`config.mk`:
```
export PLATFORM = sky130hd
export DESIGN_NAME = ram_burst_dma_flat
export DESIGN_NICKNAME = d
export VERILOG_FILES = /design/src/rtl/ram_dma_pkg.sv /design/src/rtl/ram_burst_dma_if.sv /design/src/rtl/ram_burst_dma.sv /design/src/flat_wrapper.sv
export SDC_FILE = /design/constraint.sdc
export NUM_CORES = 1
export LEC_CHECK = 0
export BUFFER_PORTS_ARGS = -buffer_cell sky130_fd_sc_hd__buf_2
export CORE_MARGIN = 1
export CORE_UTILIZATION = 25
export CTS_BUF_LIST = sky130_fd_sc_hd__clkbuf_8
export DETAILED_ROUTE_END_ITERATION = 10
export GPL_TIMING_DRIVEN = 0
export PLACE_DENSITY_LB_ADDON = 0.08
export SKIP_LAST_GASP = 1
export SLEW_MARGIN = 20
export SYNTH_ARGS = -nofsm -noshare
export SYNTH_HDL_FRONTEND = slang
export SYNTH_SLANG_ARGS = --single-unit
```
`constraint.sdc`:
```
create_clock -name i_clk -period 1.7 [get_ports i_clk]
set_clock_uncertainty 0.15 [all_clocks]
set_input_delay 0.34 -clock i_clk [delete_from_list [all_inputs] [get_ports i_clk]]
set_output_delay 0.34 -clock i_clk [all_outputs]
set_load 0.01 [all_outputs]
```
`src/rtl/ram_dma_pkg.sv`:
```
// Shared definitions for the RAM burst DMA engine: state encoding and
// default field widths.
package ram_dma_pkg;

    localparam int DEFAULT_DATA_WIDTH = 16;
    localparam int DEFAULT_ADDR_WIDTH = 16;
    localparam int DEFAULT_LEN_WIDTH  = 8;

    typedef enum logic [1:0] {
        ST_IDLE  = 2'd0,
        ST_WRITE = 2'd1,
        ST_READ  = 2'd2
    } state_t;

endpackage

```
`src/rtl/ram_burst_dma_if.sv`:
```
// Command, stream and RAM-pin bundle for ram_burst_dma. Signal names keep
// the engine's point of view: i_* are engine inputs, o_* engine outputs.
// The slave modport is the engine; master is whoever drives commands,
// streams and hosts the RAM.
interface ram_burst_dma_if
    import ram_dma_pkg::*;
#(
    parameter int DATA_WIDTH = DEFAULT_DATA_WIDTH,
    parameter int ADDR_WIDTH = DEFAULT_ADDR_WIDTH,
    parameter int LEN_WIDTH  = DEFAULT_LEN_WIDTH
) ();

    logic                  i_cmd_valid;
    logic                  o_cmd_ready;
    logic                  i_cmd_write;
    logic [ADDR_WIDTH-1:0] i_cmd_addr;
    logic [LEN_WIDTH-1:0]  i_cmd_len;

    logic                  i_wr_valid;
    logic                  o_wr_ready;
    logic [DATA_WIDTH-1:0] i_wr_data;

    logic                  o_rd_valid;
    logic                  i_rd_ready;
    logic [DATA_WIDTH-1:0] o_rd_data;
    logic                  o_rd_last;

    logic                  o_ram_we;
    logic [ADDR_WIDTH-1:0] o_ram_addr;
    logic [DATA_WIDTH-1:0] o_ram_data;
    logic [DATA_WIDTH-1:0] i_ram_data;

    logic                  o_busy;
    logic                  o_done;

    modport slave (
        input  i_cmd_valid, i_cmd_write, i_cmd_addr, i_cmd_len,
        input  i_wr_valid, i_wr_data,
        input  i_rd_ready,
        input  i_ram_data,
        output o_cmd_ready, o_wr_ready,
        output o_rd_valid, o_rd_data, o_rd_last,
        output o_ram_we, o_ram_addr, o_ram_data,
        output o_busy, o_done
    );

    modport master (
        output i_cmd_valid, i_cmd_write, i_cmd_addr, i_cmd_len,
        output i_wr_valid, i_wr_data,
        output i_rd_ready,
        output i_ram_data,
        input  o_cmd_ready, o_wr_ready,
        input  o_rd_valid, o_rd_data, o_rd_last,
        input  o_ram_we, o_ram_addr, o_ram_data,
        input  o_busy, o_done
    );

endinterface

```
`src/rtl/ram_burst_dma.sv`:
```
// Burst engine in front of a single-port RAM (sync write, comb read).
// One command at a time: stream a burst into sequential addresses, or
// stream sequential addresses out through a one-deep output register.
module ram_burst_dma
    import ram_dma_pkg::*;
#(
    parameter int DATA_WIDTH = DEFAULT_DATA_WIDTH,
    parameter int ADDR_WIDTH = DEFAULT_ADDR_WIDTH,
    parameter int LEN_WIDTH  = DEFAULT_LEN_WIDTH
) (
    input  logic            i_clk,
    input  logic            i_rst,
    ram_burst_dma_if.slave  bus
);

    state_t                state, state_nxt;
    logic [ADDR_WIDTH-1:0] addr;
    logic [LEN_WIDTH-1:0]  remaining;
    logic                  fetch_pending;
    logic                  rd_valid;
    logic                  rd_last;
    logic [DATA_WIDTH-1:0] rd_data;
    logic                  done;

    logic cmd_accept;
    logic wr_accept;
    logic rd_load;
    logic rd_take;
    logic last_count;

    assign last_count = (remaining == '0);
    assign cmd_accept = (state == ST_IDLE) && bus.i_cmd_valid;
    assign wr_accept  = (state == ST_WRITE) && bus.i_wr_valid;
    // The output register refills whenever it is empty or being drained,
    // which keeps one word per cycle flowing under continuous ready.
    assign rd_load    = (state == ST_READ) && fetch_pending && (!rd_valid || bus.i_rd_ready);
    assign rd_take    = (state == ST_READ) && rd_valid && bus.i_rd_ready;

    assign bus.o_ram_addr = addr;
    assign bus.o_ram_data = bus.i_wr_data;
    assign bus.o_rd_valid = rd_valid;
    assign bus.o_rd_data  = rd_data;
    assign bus.o_rd_last  = rd_last;
    assign bus.o_done     = done;

    // State register; reset aborts any burst immediately.
    always_ff @(posedge i_clk or posedge i_rst) begin
        if (i_rst) state <= ST_IDLE;
        else       state <= state_nxt;
    end

    // Next state and state-decoded handshake / RAM strobes.
    always_comb begin
        state_nxt       = state;
        bus.o_cmd_ready = 1'b0;
        bus.o_busy      = 1'b1;
        bus.o_wr_ready  = 1'b0;
        bus.o_ram_we    = 1'b0;
        case (state)
            ST_IDLE: begin
                bus.o_cmd_ready = 1'b1;
                bus.o_busy      = 1'b0;
                if (bus.i_cmd_valid)
                    state_nxt = bus.i_cmd_write ? ST_WRITE : ST_READ;
            end
            ST_WRITE: begin
                bus.o_wr_ready = 1'b1;
                bus.o_ram_we   = bus.i_wr_valid;
                if (wr_accept && last_count)
                    state_nxt = ST_IDLE;
            end
            ST_READ: begin
                if (rd_take && rd_last)
                    state_nxt = ST_IDLE;
            end
            default: state_nxt = ST_IDLE;
        endcase
    end

    // Address/count tracking, read output register and completion pulse.
    always_ff @(posedge i_clk or posedge i_rst) begin
        if (i_rst) begin
            addr          <= '0;
            remaining     <= '0;
            fetch_pending <= 1'b0;
            rd_valid      <= 1'b0;
            rd_last       <= 1'b0;
            rd_data       <= '0;
            done          <= 1'b0;
        end else begin
            done <= (wr_accept && last_count) || (rd_take && rd_last);

            if (cmd_accept) begin
                addr          <= bus.i_cmd_addr;
                remaining     <= bus.i_cmd_len;
                fetch_pending <= !bus.i_cmd_write;
            end else if (wr_accept || rd_load) begin
                // Address wraps naturally at 2^ADDR_WIDTH.
                addr      <= addr + ADDR_WIDTH'(1);
                remaining <= remaining - LEN_WIDTH'(1);
                if (rd_load && last_count)
                    fetch_pending <= 1'b0;
            end

            if (rd_load) begin
                rd_valid <= 1'b1;
                rd_data  <= bus.i_ram_data;
                rd_last  <= last_count;
            end else if (rd_take) begin
                rd_valid <= 1'b0;
                rd_last  <= 1'b0;
            end
        end
    end

endmodule

```
`src/flat_wrapper.sv`:
```
// flat-port wrapper written by rule: the top's interface ports become plain ports
module ram_burst_dma_flat import ram_dma_pkg::*;
#(
    parameter int DATA_WIDTH = DEFAULT_DATA_WIDTH,
    parameter int ADDR_WIDTH = DEFAULT_ADDR_WIDTH,
    parameter int LEN_WIDTH  = DEFAULT_LEN_WIDTH
)
  (i_clk, i_rst, bus_i_cmd_valid, bus_i_cmd_write, bus_i_cmd_addr, bus_i_cmd_len, bus_i_wr_valid, bus_i_wr_data, bus_i_rd_ready, bus_i_ram_data, bus_o_cmd_ready, bus_o_wr_ready, bus_o_rd_valid, bus_o_rd_data, bus_o_rd_last, bus_o_ram_we, bus_o_ram_addr, bus_o_ram_data, bus_o_busy, bus_o_done);
  ram_burst_dma_if #(.DATA_WIDTH(DATA_WIDTH), .ADDR_WIDTH(ADDR_WIDTH), .LEN_WIDTH(LEN_WIDTH)) bus_i ();
  input  logic i_clk;
  input  logic i_rst;
  input wire logic [$bits(bus_i.i_cmd_valid)-1:0] bus_i_cmd_valid;
  input wire logic [$bits(bus_i.i_cmd_write)-1:0] bus_i_cmd_write;
  input wire logic [$bits(bus_i.i_cmd_addr)-1:0] bus_i_cmd_addr;
  input wire logic [$bits(bus_i.i_cmd_len)-1:0] bus_i_cmd_len;
  input wire logic [$bits(bus_i.i_wr_valid)-1:0] bus_i_wr_valid;
  input wire logic [$bits(bus_i.i_wr_data)-1:0] bus_i_wr_data;
  input wire logic [$bits(bus_i.i_rd_ready)-1:0] bus_i_rd_ready;
  input wire logic [$bits(bus_i.i_ram_data)-1:0] bus_i_ram_data;
  output wire logic [$bits(bus_i.o_cmd_ready)-1:0] bus_o_cmd_ready;
  output wire logic [$bits(bus_i.o_wr_ready)-1:0] bus_o_wr_ready;
  output wire logic [$bits(bus_i.o_rd_valid)-1:0] bus_o_rd_valid;
  output wire logic [$bits(bus_i.o_rd_data)-1:0] bus_o_rd_data;
  output wire logic [$bits(bus_i.o_rd_last)-1:0] bus_o_rd_last;
  output wire logic [$bits(bus_i.o_ram_we)-1:0] bus_o_ram_we;
  output wire logic [$bits(bus_i.o_ram_addr)-1:0] bus_o_ram_addr;
  output wire logic [$bits(bus_i.o_ram_data)-1:0] bus_o_ram_data;
  output wire logic [$bits(bus_i.o_busy)-1:0] bus_o_busy;
  output wire logic [$bits(bus_i.o_done)-1:0] bus_o_done;
  assign bus_i.i_cmd_valid = bus_i_cmd_valid;
  assign bus_i.i_cmd_write = bus_i_cmd_write;
  assign bus_i.i_cmd_addr = bus_i_cmd_addr;
  assign bus_i.i_cmd_len = bus_i_cmd_len;
  assign bus_i.i_wr_valid = bus_i_wr_valid;
  assign bus_i.i_wr_data = bus_i_wr_data;
  assign bus_i.i_rd_ready = bus_i_rd_ready;
  assign bus_i.i_ram_data = bus_i_ram_data;
  assign bus_o_cmd_ready = bus_i.o_cmd_ready;
  assign bus_o_wr_ready = bus_i.o_wr_ready;
  assign bus_o_rd_valid = bus_i.o_rd_valid;
  assign bus_o_rd_data = bus_i.o_rd_data;
  assign bus_o_rd_last = bus_i.o_rd_last;
  assign bus_o_ram_we = bus_i.o_ram_we;
  assign bus_o_ram_addr = bus_i.o_ram_addr;
  assign bus_o_ram_data = bus_i.o_ram_data;
  assign bus_o_busy = bus_i.o_busy;
  assign bus_o_done = bus_i.o_done;
  ram_burst_dma #(.DATA_WIDTH(DATA_WIDTH), .ADDR_WIDTH(ADDR_WIDTH), .LEN_WIDTH(LEN_WIDTH)) u_core (.i_clk(i_clk), .i_rst(i_rst), .bus(bus_i));
endmodule
```
=== After elaboration in Yosys (flattened, before gate mapping) ===
Index checks and enable logic that the tools add are counted.

* Register bits: 46
* Input bits: 62
* Output and inout port bits: 55
* Word-level logic and storage cells: 55

* Add/subtract/negate cells: 2
* Equal/unequal tests: 5
* Muxes and demuxes: 19
* Reduce and logical (&&, ||, !) cells: 21

{| class="wikitable"
|+ Operators by type and width
! cell !! number
|-
| two-way mux 16 bit || 2
|-
| adder 16 x 1 -> 16 bit (second input constant) || 1
|-
| two-way mux 8 bit || 2
|-
| two-way mux 1 bit || 10
|-
| logical AND 1 bit || 9
|-
| logical NOT 8 bit || 1
|-
| two-way mux 2 bit || 4
|-
| subtractor 8 x 1 -> 8 bit (second input constant) || 1
|-
| != test 2 bit (second input constant) || 3
|-
| case mux 2 bit (3 select lines) || 1
|-
| nonzero test 2 bit || 3
|-
| logical OR 1 bit || 3
|-
| AND reduction 3 bit || 1
|-
| equality test 2 x 1 -> 1 bit (second input constant) || 1
|-
| equality test 2 bit (second input constant) || 1
|-
| logical NOT 1 bit || 2
|-
| logical NOT 2 bit || 1
|-
| AND reduction 2 bit || 1
|}

=== Logic depth before layout (Yosys ltp) ===
Gate-level depths: netlist of the first run.

* Depth in word-level cells: 7
* Gate-level depth with buffers: 8
* Gate-level depth less buffers: 7

=== Worst setup path before layout of the first run ===
Ideal clock, no wire load.

* Path type: reg2reg
* Start point: register u_core.state[1]
* End point: register u_core.remaining[6]
* Library setup time: 0.077 ns
* Arrival: 1.632 ns
* Required time: 1.473 ns
* Path slack: -0.159 ns
* Stages on the path, launching flop included: 8
* Buffers on the path: 0
* Period minus slack after synthesis: 1.859 ns
* Path through: dfrtp_1 -> nor2b_2 -> nand2_2 -> clkinv_2 -> a31oi_4 -> or4b_1 -> xor2_1 -> a21oi_1

* Cells in the longest elaborated chain, start to end: 5
* Elaborated cells between the ends (all ways): 10
* Those cells by class: eq/ne: 2; mux: 1; reduce/logical: 7

{| class="wikitable"
|+ RTL lines
! element !! RTL line !! RTL
|-
| from (decl) || ram_burst_dma.sv:16 || <nowiki>state_t state, state_nxt;</nowiki>
|-
| from (signal assigned) || ram_burst_dma.sv:49 || <nowiki>else state <= state_nxt;</nowiki>
|-
| equality test 2 bit || ram_burst_dma.sv:36 || <nowiki>assign rd_load = (state == ST_READ) && fetch_pending && (!rd_valid || bus.i_rd_ready);</nowiki>
|-
| logical AND 1 bit (2 in a row) || ram_burst_dma.sv:36 ||
|-
| logical OR 1 bit || ram_burst_dma.sv:97 || <nowiki>end else if (wr_accept || rd_load) begin</nowiki>
|-
| nonzero test 2 bit (no line) || - ||
|-
| to (signal assigned) || ram_burst_dma.sv:95 || <nowiki>remaining <= bus.i_cmd_len;</nowiki>
|-
| to (signal assigned) || ram_burst_dma.sv:100 || <nowiki>remaining <= remaining - LEN_WIDTH'(1);</nowiki>
|-
| to (decl) || ram_burst_dma.sv:18 || <nowiki>logic [LEN_WIDTH-1:0] remaining;</nowiki>
|}

Parallel ways exist; a longest one is shown, timed or not.
A chain may end at the register's enable or synchronous reset.

=== Worst setup path after layout of the first run ===
* Start point: register u_core.state[0]
* End point: register u_core.remaining[6]

The elaborated chain is that of the path after synthesis.

==> metrics.txt, run 1 <==
register area=1150 um^2; CTS tree=done; max cap viols=0; H-tree levels=2; arrival time worst endpoint=1.94 ns; DRC=0; Clk pwr share=0.125; status=finished with violations; CP endpoint kind=register; worst-path cell chain=and2b_4 > a31oi_4 > or4b_4 > xor2_1 > a21oi_1; CP required=1.78 ns; area share of xor/xnor cells in the synthesized design=0.0822; Slowest cell on crit path=or4b_4; Flop pwr share=0.377; Total Wirelength=6.48 mm; P_leak=1.60 nW; Remaining Overflow, GRT=0; EDFF count, synth=0; PwrDens=1660 nW/um^2; area growth from synthesis to layout=47.0%; vias in the first global route=2,022; top-level port count=117; wire per inst=14.1 um; Worst Path Max Fanout=5; setup violators final=35; Sw Pwr=2.37 mW; vias per cell=4.44; top_reg_cell synth=dfrtp_1; vias post-DR=2,042; Fillers=914; Gate Count Post-Synth=229; final instance area=3450 um^2; Root Driver=clkbuf_8; RD Place Congestion=0.721; core area=8890 um^2; antenna violations before repair=1; PortBufs=100; Yosys warning count=0; Synth Area in Compound Gates=0.0774; Total GRT Usage=0.133; combinational power share=0.499; average size of a mapped cell=10.2 um^2; Post-DRT Antenna Nets=0; mux share of post-synthesis cell area=0.0817; Hold Violations, Final=0; Hold WC Path Type=input port to register; P_int=3.35 mW; Final period util=1.10; Antenna diodes=0; Cell Area, Placed=3010 um^2; Post-Synth Simple-Gate Area=0.174; commonest non-fill, non-tap cells in the layout=buf_2, dfrtp_1, nor2_1; Max Root-Sink Buffers=2; DR iter-0 viols=37; die height=98.8 um; Switching Share=0.414; Synth Net Count=294; VDD IR max=0.667 mV; clock slew at reported path FFs=0.09 ns; pins over their slew limit=0; Die ar.=9770 um^2; Max-slew headroom=0.625; TritonCTS buffer count=5; Buf/Inv on CP=0; Total Power=5.71 mW; post-route minimum period=1.87 ns; CTS sink count=46; register bit count reported by yosys=46; router iterations before antenna repair=3; sequential area share after synthesis=0.491; RSZ-0062 raised after global routing=yes; Post-Syn Area=2340 um^2; adder and majority gate portion of the synthesized area=0.0160; layout cells sized above 1=0.543; crit path launch type=register; Synth async-reset ratio=1.00; Final #Nets=416; commonest non-fill, non-tap cell in the layout=buf_2; first-pass GRT wire length=9.98 mm; num rows=34; initial core utilization=0.264; worst skew pair latency=0.30 ns; failing checks=negative setup slack; final setup margin=-0.166 ns; Largest stage delay, worst path=0.51 ns; largest net degree at the start of global routing=25; delay-heaviest family, CP=simple AND/OR/NAND/NOR gates; worst slew pin tran=0.562 ns; kind of critical path=register to register; DP Wirelength=4.56 mm; f_max=0.536 GHz; post-synth cell types=35; chip width=98.8 um; main combinational cell family by area after synthesis=simple AND/OR/NAND/NOR gates; Multi-input gate area=1170 um^2
## power by group through the flow
stage | Combinational (mW) | Clock [mW] | Sequential (mW)
2_1_floorplan | 1.39 | 0 | 2.22
3_3_place_gp | 2.37 | 0 | 2.11
3_5_place_dp | 2.40 | 0 | 2.12
4_1_cts | 2.64 | 0.738 | 2.14
5_1_grt | 3.13 | 0.778 | 2.24
6_report | 2.85 | 0.711 | 2.15
## worst register-to-register path, stage by stage, from the launching register on
cell and delay, ns:
dfrtp_1 0.42, and2b_4 0.29, a31oi_4 0.13, or4b_4 0.51, xor2_1 0.15, a21oi_1 0.14
## routing by layer
metal	global-route usage	routed length, um	part of all wire	vias up
met5	0	10	0.0015	-
met4	0.0402	78	0.012	2
met3	0.0546	538	0.083	8
met2	0.211	2930	0.45	65
met1	0.166	2930	0.45	952
li1	-	-	-	1015
## path summary, 6_finish.rpt
path | startpoint | to | slack [ns] | depth (start not counted)
max | u_core.state[0] | u_core.remaining[6] | -0.17 | 5
min | bus_i_cmd_write | u_core.fetch_pending | 0.11 | 2
max reg2reg | u_core.state[0] | u_core.remaining[6] | -0.17 | 5
min reg2reg | u_core.state[0] | u_core.state[1] | 0.34 | 1
max in group asynchronous | i_rst | u_core.bus.o_ram_addr[14] | 0.39 | 4
min in group asynchronous | i_rst | u_core.bus.o_rd_data[12] | 0.48 | 3
## through the flow
step | TNS, ns | hold WS (ns) | util | setup slack [ns] | std cells
final | -1.78 | 0.113 | 0.388 | -0.166 | 460
after global routing | -5.18 | 0.0993 | 0.388 | -0.226 | 460
after CTS | -2.70 | 0.103 | 0.368 | -0.185 | 454
after detailed placement | -9.33 | 0.281 | 0.338 | -0.363 | 438
after global placement | -40.02 | 0.325 | 0.336 | -0.691 | 437
after floorplan | -0.0985 | 0.289 | - | -0.0770 | 229
## logic make-up (layout without fill, tap and decap cells)
kind of cell,after synthesis,in the layout
AO/OA/AOI/OAI,31,32
XOR/XNOR,22,22
adder cells (fa/ha/maj),3,3
buffers and inverters,30,152
flip-flops,46,46
multiplexers,17,17
AND/OR/NAND/NOR,80,80
## flip-flops by register name, summed over array words and instances (netlist names)
signal,cells
u_core.bus.o_ram_addr,16
u_core.bus.o_rd_data,16
u_core.remaining,8
u_core.state,2
u_core.bus.o_done,1
u_core.bus.o_rd_last,1
u_core.bus.o_rd_valid,1
u_core.fetch_pending,1
## cells in the mapped netlist, types with 2 or more instances
master | instances | area (um^2)
dfrtp_1 | 46 | 1150
nor2_1 | 29 | 109
a21oi_1 | 24 | 120
mux2_2 | 17 | 191
buf_4 | 16 | 120
xnor2_1 | 16 | 140
nand2_1 | 13 | 48.8
clkbuf_1 | 6 | 22.5
nand3_1 | 6 | 30.0
nand4_1 | 6 | 37.5
nor3_1 | 6 | 30.0
xor2_1 | 6 | 52.6
inv_1 | 5 | 18.8
nor4_1 | 5 | 31.3
ha_1 | 3 | 37.5
nor4b_1 | 3 | 26.3
a31o_2 | 2 | 17.5
and3_1 | 2 | 12.5
o21ai_0 | 2 | 10.0
## timing repair
action,in CTS,in global routing
gates cloned,2,1
endpoints found under the setup margin,34,46
hold buffers,1,0
gates resized for setup,22,21
pin swaps,12,7
endpoints found under the hold margin,23,0
setup buffers,6,5
## area by class of cell
| cell class | count | share of cell area |
|---|---|---|
| Multi-Input combinational cell | 154 | 0.340 |
| Sequential cell | 46 | 0.334 |
| Timing Repair Buffer | 115 | 0.201 |
| Buffer | 23 | 0.0512 |
| Tap cell | 108 | 0.0392 |
| Clock buffer | 6 | 0.0240 |
| Inverter | 6 | 0.00799 |
| Clock inverter | 2 | 0.00254 |
No activity file was read; power rests on OpenSTA's default activity.
==> inputs of run 2 (changes only) <==
- PLACE_DENSITY: default -> 0.48
- PLACE_DENSITY_LB_ADDON: 0.08 -> default
- SETUP_SLACK_MARGIN: default -> 0.05
==> metrics.txt, run 2 (synthesis gave the netlist of run 1 again) <==
wire per inst=14.0 um; P_leak=1.64 nW; setup violators final=25; commonest non-fill, non-tap cell in the layout=buf_2; Total GRT Usage=0.134; final instance area=3550 um^2; vias post-DR=2,136; CP required=1.75 ns; RD Place Congestion=0.741; Final period util=1.08; PortBufs=100; top-level port count=117; Cell Area, Placed=3050 um^2; Max-slew headroom=0.697; chip width=98.8 um; Flop pwr share=0.354; Antenna diodes=0; H-tree levels=2; Total Wirelength=6.48 mm; Post-DRT Antenna Nets=0; die height=98.8 um; P_int=3.49 mW; CP endpoint kind=register; wire length on met2=3.01 mm; TritonCTS buffer count=5; CTS sink count=46; arrival time worst endpoint=1.89 ns; first-pass GRT wire length=10.4 mm; Max Root-Sink Buffers=2; antenna violations before repair=0; DR iter-0 viols=49; Die ar.=9770 um^2; Root Driver=clkbuf_8; vias in the first global route=2,134; Post-Layout Cell Count=464; final setup margin=-0.143 ns; vias per cell=4.60; post-route minimum period=1.84 ns; core area=8890 um^2; Worst Hold Margin=0.105 ns; Total Power=6.02 mW; DRC=0; Final Core Density=0.400; Hold Violations, Final=0; kind of critical path=register to register; layout cells sized above 1=0.596; f_max=0.543 GHz; DP Wirelength=4.54 mm; combinational power share=0.526; area growth from synthesis to layout=51.6%; num rows=34; Final #Nets=420; failing checks=negative setup slack; Hold WC Path Type=input port to register; wire length on met1=2.92 mm; clock slew at reported path FFs=0.10 ns; max cap viols=0; Cell Count Post-Placement=438; router iterations before antenna repair=4; Worst Path Max Fanout=4; initial core utilization=0.264; met3 wire length=496 um; worst slew pin tran=0.455 ns; crit path launch type=register; Switching Share=0.419; largest net degree at the start of global routing=28; Clk pwr share=0.120; worst skew pair latency=0.31 ns; setup TNS=-1.49 ns; VDD IR max=0.734 mV; CTS tree=done; pins over their slew limit=0; PwrDens=1690 nW/um^2; status=finished with violations; RSZ-0062 raised after global routing=yes; top sig layer=met4; Sw Pwr=2.52 mW; dpl ws=-0.346 ns; commonest non-fill, non-tap cells in the layout=buf_2, dfrtp_1, buf_4; Remaining Overflow, GRT=0
## run 2: changes by cell type in the layout (fill, tap and decap cells not counted), moves of 3 or more
cell     before  now
a21oi_1      24   20
buf_6         3    8
nand2_1      12    9
nor2_1       27   24
a21oi_2       0    4
buf_4        24   31
## run 2: final cells by class
class / instances / area, um^2
fill: 904 / 5340
multi-input combinational: 153 / 1240
sequential: 46 / 1150
timing repair buffer: 119 / 701
buffer: 24 / 200
tap: 108 / 135
clock buffer: 5 / 68.8
inverter: 6 / 27.5
clock inverter: 3 / 25.0
## run 2: power by group through the flow
stage / Combinational [mW] / Clock, mW / Sequential [mW]
2_1_floorplan: 1.43 / 0 / 2.23
3_3_place_gp: 2.41 / 0 / 2.11
3_5_place_dp: 2.45 / 0 / 2.11
4_1_cts: 2.89 / 0.758 / 2.11
5_1_grt: 3.45 / 0.801 / 2.22
6_report: 3.16 / 0.723 / 2.13
## run 2: per-layer routing
layer / up-vias / track usage
met5: - / 0
met4: 0 / 0.0276
met3: 6 / 0.0461
met2: 90 / 0.221
met1: 1017 / 0.170
li1: 1023 / -
## run 2: repair_timing
action                     CTS  global route
pin swaps                   18            15
hold buffers                 1             0
setup endpoints to repair   38            39
setup buffers               10             7
hold endpoints to repair    19             0
gates resized for setup     31            38
## run 2: path summary, 6_finish.rpt
path / start / endpoint / slack (ns) / cells past startpoint
setup / recovery: u_core.state[0] / u_core.bus.o_ram_addr[12] / -0.14 / 7
hold / removal: bus_i_ram_data[12] / u_core.bus.o_rd_data[12] / 0.10 / 2
setup reg to reg: u_core.state[0] / u_core.bus.o_ram_addr[12] / -0.14 / 7
hold reg to reg: u_core.bus.o_rd_data[11] / u_core.bus.o_rd_data[11] / 0.36 / 1
max in group asynchronous: i_rst / u_core.bus.o_ram_addr[3] / 0.45 / 4
min in group asynchronous: i_rst / u_core.bus.o_rd_data[10] / 0.42 / 3
## run 2: worst max-delay path: stages, from the launching register on
cell and delay, ns:
dfrtp_1 0.41, and2b_4 0.29, a31oi_4 0.14, buf_12 0.17, buf_4 0.14, nor4b_4 0.21, xnor2_1 0.15, a21oi_1 0.08
